`src/rtl/inject_ctrl_if.sv`:
```
`default_nettype none
// ============================================================================
//  Module      : inject_ctrl_if
//  Description : Bundle of the resource-side push port and the router-side
//                injection port of the local-port injection scheduler.
//  Revision    : 1.0 - initial release
// ============================================================================
interface inject_ctrl_if #(
    parameter int DATA_W = 32,
    parameter int DEPTH  = 4,
    parameter int AGE_W  = 8
);
    localparam int CNT_W = $clog2(DEPTH) + 1;

    // Resource side
    logic              res_valid;
    logic [DATA_W-1:0] res_data;
    logic              res_ready;

    // Router side
    logic [3:0]        net_valid;
    logic              inj_valid;
    logic [DATA_W-1:0] inj_data;
    logic [AGE_W-1:0]  inj_age;
    logic              inj_ack;

    // Status
    logic              starve;
    logic [CNT_W-1:0]  count;

    // Environment view: resource plus router
    modport master (
        output res_valid, res_data, net_valid, inj_ack,
        input  res_ready, inj_valid, inj_data, inj_age, starve, count
    );

    // Scheduler view
    modport slave (
        input  res_valid, res_data, net_valid, inj_ack,
        output res_ready, inj_valid, inj_data, inj_age, starve, count
    );
endinterface
`default_nettype wire

```
`src/rtl/inject_ctrl.sv`:
```
`default_nettype none
// ============================================================================
//  Module      : inject_ctrl
//  Description : Injection scheduler for the bufferless age-priority router.
//                Buffers resource flits in a FIFO, ages them, offers the head
//                to arbitration slot 4 only when a network input is empty,
//                and flags starvation of the head flit.
//  Revision    : 1.0 - initial release
// ============================================================================
module inject_ctrl #(
    parameter int DATA_W       = 32,
    parameter int DEPTH        = 4,
    parameter int AGE_W        = 8,
    parameter int STARVE_LIMIT = 16
) (
    input  logic          clk,
    input  logic          rst_n,
    inject_ctrl_if.slave  bus
);

    localparam int PTR_W = $clog2(DEPTH);
    localparam int CNT_W = PTR_W + 1;

    localparam logic [CNT_W-1:0] c_DEPTH   = CNT_W'(DEPTH);
    localparam logic [15:0]      c_LIMIT   = 16'(STARVE_LIMIT);
    localparam logic [AGE_W-1:0] c_AGE_MAX = '1;

    typedef enum logic [1:0] {
        ST_IDLE    = 2'd0,
        ST_WAIT    = 2'd1,
        ST_STARVED = 2'd2
    } state_t;

    logic [DATA_W-1:0] r_data [DEPTH];
    logic [AGE_W-1:0]  r_age  [DEPTH];
    logic [PTR_W-1:0]  r_rd_ptr;
    logic [PTR_W-1:0]  r_wr_ptr;
    logic [CNT_W-1:0]  r_count;

    state_t            r_state;
    logic [15:0]       r_bcnt;
    logic              r_starve;

    logic              w_empty;
    logic              w_full;
    logic              w_inj_valid;
    logic              w_push;
    logic              w_pop;
    logic [CNT_W-1:0]  w_count_next;
    logic [DEPTH-1:0]  w_occ;

    assign w_empty     = (r_count == '0);
    assign w_full      = (r_count == c_DEPTH);
    // A free output exists only when at least one network input is idle
    assign w_inj_valid = !w_empty && !(&bus.net_valid);
    assign w_push      = bus.res_valid && !w_full;
    assign w_pop       = w_inj_valid && bus.inj_ack;

    assign bus.res_ready = !w_full;
    assign bus.inj_valid = w_inj_valid;
    assign bus.inj_data  = w_empty ? '0 : r_data[r_rd_ptr];
    assign bus.inj_age   = w_empty ? '0 : r_age[r_rd_ptr];
    assign bus.starve    = r_starve;
    assign bus.count     = r_count;

    // Occupancy after this edge, used by the head state machine
    always_comb begin
        w_count_next = r_count;
        case ({w_push, w_pop})
            2'b10:   w_count_next = r_count + 1'b1;
            2'b01:   w_count_next = r_count - 1'b1;
            default: w_count_next = r_count;
        endcase
    end

    // Slot i is occupied when its distance from the head is below count
    always_comb begin
        w_occ = '0;
        for (int i = 0; i < DEPTH; i++) begin
            w_occ[i] = ({1'b0, PTR_W'(i) - r_rd_ptr} < r_count);
        end
    end

    // FIFO pointers and occupancy
    always_ff @(posedge clk or negedge rst_n) begin
        if (!rst_n) begin
            r_rd_ptr <= '0;
            r_wr_ptr <= '0;
            r_count  <= '0;
        end else begin
            if (w_push) r_wr_ptr <= r_wr_ptr + 1'b1;
            if (w_pop)  r_rd_ptr <= r_rd_ptr + 1'b1;
            r_count <= w_count_next;
        end
    end

    // Payload storage; contents are only visible while count is non-zero
    always_ff @(posedge clk) begin
        if (w_push) r_data[r_wr_ptr] <= bus.res_data;
    end

    // Per-entry saturating age; a fresh push restarts at zero
    always_ff @(posedge clk or negedge rst_n) begin
        if (!rst_n) begin
            for (int i = 0; i < DEPTH; i++) r_age[i] <= '0;
        end else begin
            for (int i = 0; i < DEPTH; i++) begin
                if (w_push && (r_wr_ptr == PTR_W'(i))) begin
                    r_age[i] <= '0;
                end else if (w_occ[i] && !(w_pop && (r_rd_ptr == PTR_W'(i)))
                             && (r_age[i] != c_AGE_MAX)) begin
                    r_age[i] <= r_age[i] + 1'b1;
                end
            end
        end
    end

    // Head-flit starvation tracker with registered starve flag
    always_ff @(posedge clk or negedge rst_n) begin
        if (!rst_n) begin
            r_state  <= ST_IDLE;
            r_bcnt   <= '0;
            r_starve <= 1'b0;
        end else begin
            case (r_state)
                ST_IDLE: begin
                    // First cycle of a new head is not counted as blocked
                    r_bcnt   <= '0;
                    r_starve <= 1'b0;
                    if (!w_empty && (w_count_next != '0)) r_state <= ST_WAIT;
                end
                ST_WAIT: begin
                    if (w_pop) begin
                        r_bcnt  <= '0;
                        r_state <= (w_count_next == '0) ? ST_IDLE : ST_WAIT;
                    end else begin
                        r_bcnt <= r_bcnt + 16'd1;
                        if ((r_bcnt + 16'd1) == c_LIMIT) begin
                            r_state  <= ST_STARVED;
                            r_starve <= 1'b1;
                        end
                    end
                end
                ST_STARVED: begin
                    // Counter holds at the limit until the head leaves
                    if (w_pop) begin
                        r_bcnt   <= '0;
                        r_starve <= 1'b0;
                        r_state  <= (w_count_next == '0) ? ST_IDLE : ST_WAIT;
                    end
                end
                default: begin
                    r_state  <= ST_IDLE;
                    r_bcnt   <= '0;
                    r_starve <= 1'b0;
                end
            endcase
        end
    end

endmodule
`default_nettype wire
```
`src/flat_wrapper.sv`:
```
// flat-port wrapper written by rule: the top's interface ports become plain ports
module inject_ctrl_flat 
#(
    parameter int DATA_W       = 32,
    parameter int DEPTH        = 4,
    parameter int AGE_W        = 8,
    parameter int STARVE_LIMIT = 16
)
  (clk, rst_n, bus_res_valid, bus_res_data, bus_net_valid, bus_inj_ack, bus_res_ready, bus_inj_valid, bus_inj_data, bus_inj_age, bus_starve, bus_count);
  inject_ctrl_if #(.DATA_W(DATA_W), .DEPTH(DEPTH), .AGE_W(AGE_W)) bus_i ();
  input  logic clk;
  input  logic rst_n;
  input wire logic [$bits(bus_i.res_valid)-1:0] bus_res_valid;
  input wire logic [$bits(bus_i.res_data)-1:0] bus_res_data;
  input wire logic [$bits(bus_i.net_valid)-1:0] bus_net_valid;
  input wire logic [$bits(bus_i.inj_ack)-1:0] bus_inj_ack;
  output wire logic [$bits(bus_i.res_ready)-1:0] bus_res_ready;
  output wire logic [$bits(bus_i.inj_valid)-1:0] bus_inj_valid;
  output wire logic [$bits(bus_i.inj_data)-1:0] bus_inj_data;
  output wire logic [$bits(bus_i.inj_age)-1:0] bus_inj_age;
  output wire logic [$bits(bus_i.starve)-1:0] bus_starve;
  output wire logic [$bits(bus_i.count)-1:0] bus_count;
  assign bus_i.res_valid = bus_res_valid;
  assign bus_i.res_data = bus_res_data;
  assign bus_i.net_valid = bus_net_valid;
  assign bus_i.inj_ack = bus_inj_ack;
  assign bus_res_ready = bus_i.res_ready;
  assign bus_inj_valid = bus_i.inj_valid;
  assign bus_inj_data = bus_i.inj_data;
  assign bus_inj_age = bus_i.inj_age;
  assign bus_starve = bus_i.starve;
  assign bus_count = bus_i.count;
  inject_ctrl #(.DATA_W(DATA_W), .DEPTH(DEPTH), .AGE_W(AGE_W), .STARVE_LIMIT(STARVE_LIMIT)) u_core (.clk(clk), .rst_n(rst_n), .bus(bus_i));
endmodule
```
`config.mk`:
```
export PLATFORM = sky130hd
export DESIGN_NAME = inject_ctrl_flat
export DESIGN_NICKNAME = d
export VERILOG_FILES = /design/src/rtl/inject_ctrl_if.sv /design/src/rtl/inject_ctrl.sv /design/src/flat_wrapper.sv
export SDC_FILE = /design/constraint.sdc
export NUM_CORES = 1
export LEC_CHECK = 0
export ABC_AREA = 1
export CORE_UTILIZATION = 65
export DETAILED_ROUTE_END_ITERATION = 6
export DONT_BUFFER_PORTS = 1
export GPL_ROUTABILITY_DRIVEN = 0
export GPL_TIMING_DRIVEN = 0
export PLACE_DENSITY = 0.79
export REMOVE_ABC_BUFFERS = 1
export SLEW_MARGIN = 20
export SYNTH_ARGS = -nofsm -noshare
export SYNTH_HDL_FRONTEND = slang
export SYNTH_SLANG_ARGS = --single-unit
```
`constraint.sdc`:
```
create_clock -name clk -period 3.7 [get_ports clk]
set_input_delay 0.185 -clock clk [delete_from_list [all_inputs] [get_ports clk]]
set_output_delay 0.185 -clock clk [all_outputs]
set_load 0.03 [all_outputs]
```
==> run summary <==
# DRC: 0
Post-Synthesis Cells: 886
Power per cell area: 877 nW/µm²
Worst Hold End: u_core.r_rd_ptr[0]$_DFFE_PN0P_
Routed Antenna Nets: 0
GRT Overall Usage: 28.0%
Worst slew margin: 46.8%
Router iterations before antenna repair: 6
DP Area: 9000 µm²
Highest-delay cell along the critical path: clkinv_2
Worst Clk Skew: 0.00923 ns
DIE AREA: 14000 µm²
Worst-margin pin slew: 0.797 ns
Core footprint: 13200 µm²
Fmax: 0.311 GHz
Final Hold Vio Count: 0
Worst-path maximum fanout: 44
Vias in the first global route: 6319
Area leader, netlist: edfxtp_1
Vias per cell: 5.92
CP Capture Type: flop
Share of the synthesized area in the top cell type: 43.8%
Starting DRT DRC Count: 613
Remaining Overflow, GRT: 0
Sequential cell area: 5300 µm²
Die width: 118 µm
Fin nets: 974
Top-count cell post-synth: nor2_1
Resized cells post-CTS: 0
DR vias: 6524
Fraction of registers with async set/reset: 31.2%
Clock-pin slew on the worst setup and hold paths: 0.07 ns
I/O Buffers: 0
Worst EP arrival: 3.58 ns
Flop2flop setup slack: 0.48 ns
CP Launch Type: flop
Num ports: 86
Worst r2r src: u_core.r_rd_ptr[1]$_DFFE_PN0P_
Sequential-to-total area share from yosys stat: 60.4%
Wirelength, routed: 18500 µm
Initial antenna violation count: 0
CTS tree: done
VDD IR max: 526 µV
Multi-input logic area: 3010 µm²
Fill cells: 848
CTS H-tree depth: 4
HP Start: bus_inj_ack
Min Tclk post-route: 3.22 ns
Overall Power: 8710 µW
Row Count: 42
Crit path largest cell delay: 0.61 ns
M1 GR Usage: 35.6%
Synth Warn #: 0
Ys flop type: edfxtp_1
Kind of critical path: flop to flop
Root Buffer: clkbuf_16
Worst R2R Path Depth: 13
RSZ-0062 raised after global routing: no
Req. time, crit path: 4.06 ns
Design area: 9930 µm²
Final setup vio count: 0
Max-cap violations: 0
Met3 GRT Util: 7.14%
Leak: 0.00383 µW
Pin count of the biggest net entering global routing: 68
Clock sinks: 186
Number of enable flip-flop cells after synthesis: 128
Initial Util: 66.5%
Hold Path Stages: 2
Global-route wire length before repair: 30200 µm
Avg Inst Size Synth: 9.90 µm²
Top Usage Layer GRT: met2
Final Max Slew Viols: 0
RR Endpoint: u_core.r_age[27]$_DFFE_PN0P_
Final Cycle Share: 87.0%
Detailed placer's ending HPWL: 11300 µm
Cell variety after synth: 41
Top cells by area, synth: edfxtp_1 (44%), dfrtp_1 (17%), nor2_1 (6.9%), o21ai_0 (6.5%), nand2_1 (3.9%)
WL/cell: 16.8 µm
Top post-synthesis cells by count: nor2_1 (162), edfxtp_1 (128), o21ai_0 (114)
Number of synthesized register bits: 186
Netlist Area Pre-Place: 8770 µm²
Latest clock arrival within the worst-skew pair: 0.43 ns
Area delta synth->final: 13.3%
Fraction of layout cells with a size suffix above 1: 9.18%
Clk buf depth: 2
Status: finished, final reports clean
Diodes inserted: 0
Hold Path Class: input port to flop
DIE HEIGHT: 118 µm
Inserted Clock Buffers: 17
Global routing usage on met2: 45.0%
Crit path cell chain: buf_12 > clkinv_2 > ha_1 > ha_1 > a21oi_1 > nor2_1 > nor2_1 > nand2_2 > inv_4 > nand2_1 > nand2_1 > nand2_1 > nor2_1
worst max-delay path by stage:
stage / from / endpoint / slack (ns)
2_1_floorplan: u_core.r_rd_ptr[0]$_DFFE_PN0P_ / u_core.r_age[10]$_DFFE_PN0P_ / -1.18
3_3_place_gp: u_core.r_rd_ptr[0]$_DFFE_PN0P_ / u_core.r_age[27]$_DFFE_PN0P_ / -3.06
3_5_place_dp: u_core.r_rd_ptr[1]$_DFFE_PN0P_ / u_core.r_age[27]$_DFFE_PN0P_ / 0.50
4_1_cts: u_core.r_rd_ptr[1]$_DFFE_PN0P_ / u_core.r_age[27]$_DFFE_PN0P_ / 0.47
5_1_grt: u_core.r_rd_ptr[1]$_DFFE_PN0P_ / u_core.r_age[27]$_DFFE_PN0P_ / 0.30
6_report: u_core.r_rd_ptr[1]$_DFFE_PN0P_ / u_core.r_age[27]$_DFFE_PN0P_ / 0.48
what timing repair did:
| action | CTS | global route |
|---|---|---|
| hold buffers | 35 | 0 |
| setup buffers | 0 | 0 |
| hold endpoints to repair | 187 | 0 |
cell type report:
type | count | area share [%]
multi-input combinational | 586 | 30.3
tap | 176 | 2.22
clock inverter | 13 | 1.34
inverter | 81 | 3.21
sequential | 186 | 53.4
clock buffer | 18 | 4.32
timing repair buffer | 42 | 5.27
cell families (layout without fill, tap and decap cells):
kind of cell	Yosys count	count (layout)	share of synthesized area, %
AOI/OAI and AO/OA	202	202	12.0
xor gates and xnor gates	16	16	1.60
adders and majority gates	20	20	2.94
buffers and inverters	114	154	5.32
DFF	186	186	60.4
and+or+nand+nor	348	348	17.8
through the flow:
step / worst slack, ns / utilization [%] / hold slack [ns] / setup TNS (ns) / cells
finish: 0.481 / 75.3 / 0.175 / 0 / 1102
global route: 0.303 / 75.3 / 0.172 / 0 / 1102
CTS: 0.473 / 75.3 / 0.169 / 0 / 1102
detailed placement: 0.502 / 68.3 / -0.109 / 0 / 1036
global placement: -3.06 / 67.0 / -0.109 / -157.03 / 1029
floorplan: -1.18 / - / -0.111 / -32.89 / 853
layout by cell type (no fill, tap or decap), drive strengths merged, types with 2 or more instances in the layout:
master | Yosys | routed
nand4 | 10 | 10
o22ai | 5 | 5
ha | 19 | 19
nor2 | 168 | 168
clkinvlp | 0 | 3
nand3b | 2 | 2
nor3b | 3 | 3
nand2 | 104 | 104
inv | 79 | 85
nand3 | 39 | 39
o21ai | 128 | 128
xnor2 | 2 | 2
clkinv | 2 | 5
dlygate4sd3 | 0 | 34
xor2 | 14 | 14
nor3 | 20 | 20
dfrtp | 58 | 58
edfxtp | 128 | 128
buf | 11 | 8
clkbuf | 22 | 18
a21oi | 65 | 65
sequential cells by signal, indices dropped and copies added (netlist names):
name,cells
u_core.bus.starve,1
u_core.bus.count,3
u_core.r_data,128
u_core.r_rd_ptr,2
u_core.r_state,2
u_core.r_age,32
u_core.r_wr_ptr,2
u_core.r_bcnt,16
power by group:
group / leakage (µW) / internal (µW) / total, µW / switching (µW)
Clock: 0.000268 / 942 / 1740 / 797
Sequential: 0.00193 / 2740 / 3090 / 343
Combinational: 0.00164 / 997 / 3880 / 2890
Total: 0.00383 / 4680 / 8710 / 4030
worst max-delay path, delay by kind of cell, from the launching register on:
kind	cells	cell delay [ns]
flip-flops	1	0.53
adder cells (fa/ha/maj)	2	0.88
AND/OR/NAND/NOR	7	0.59
buffers and inverters	3	0.98
AO/OA/AOI/OAI	1	0.15
metal layers:
layer,vias up,share of wire (%)
met5,-,0
met3,45,7.6
met2,275,50
li1,3081,-
met4,0,2.8
met1,3123,40
Power figures use the tool's default switching activity.
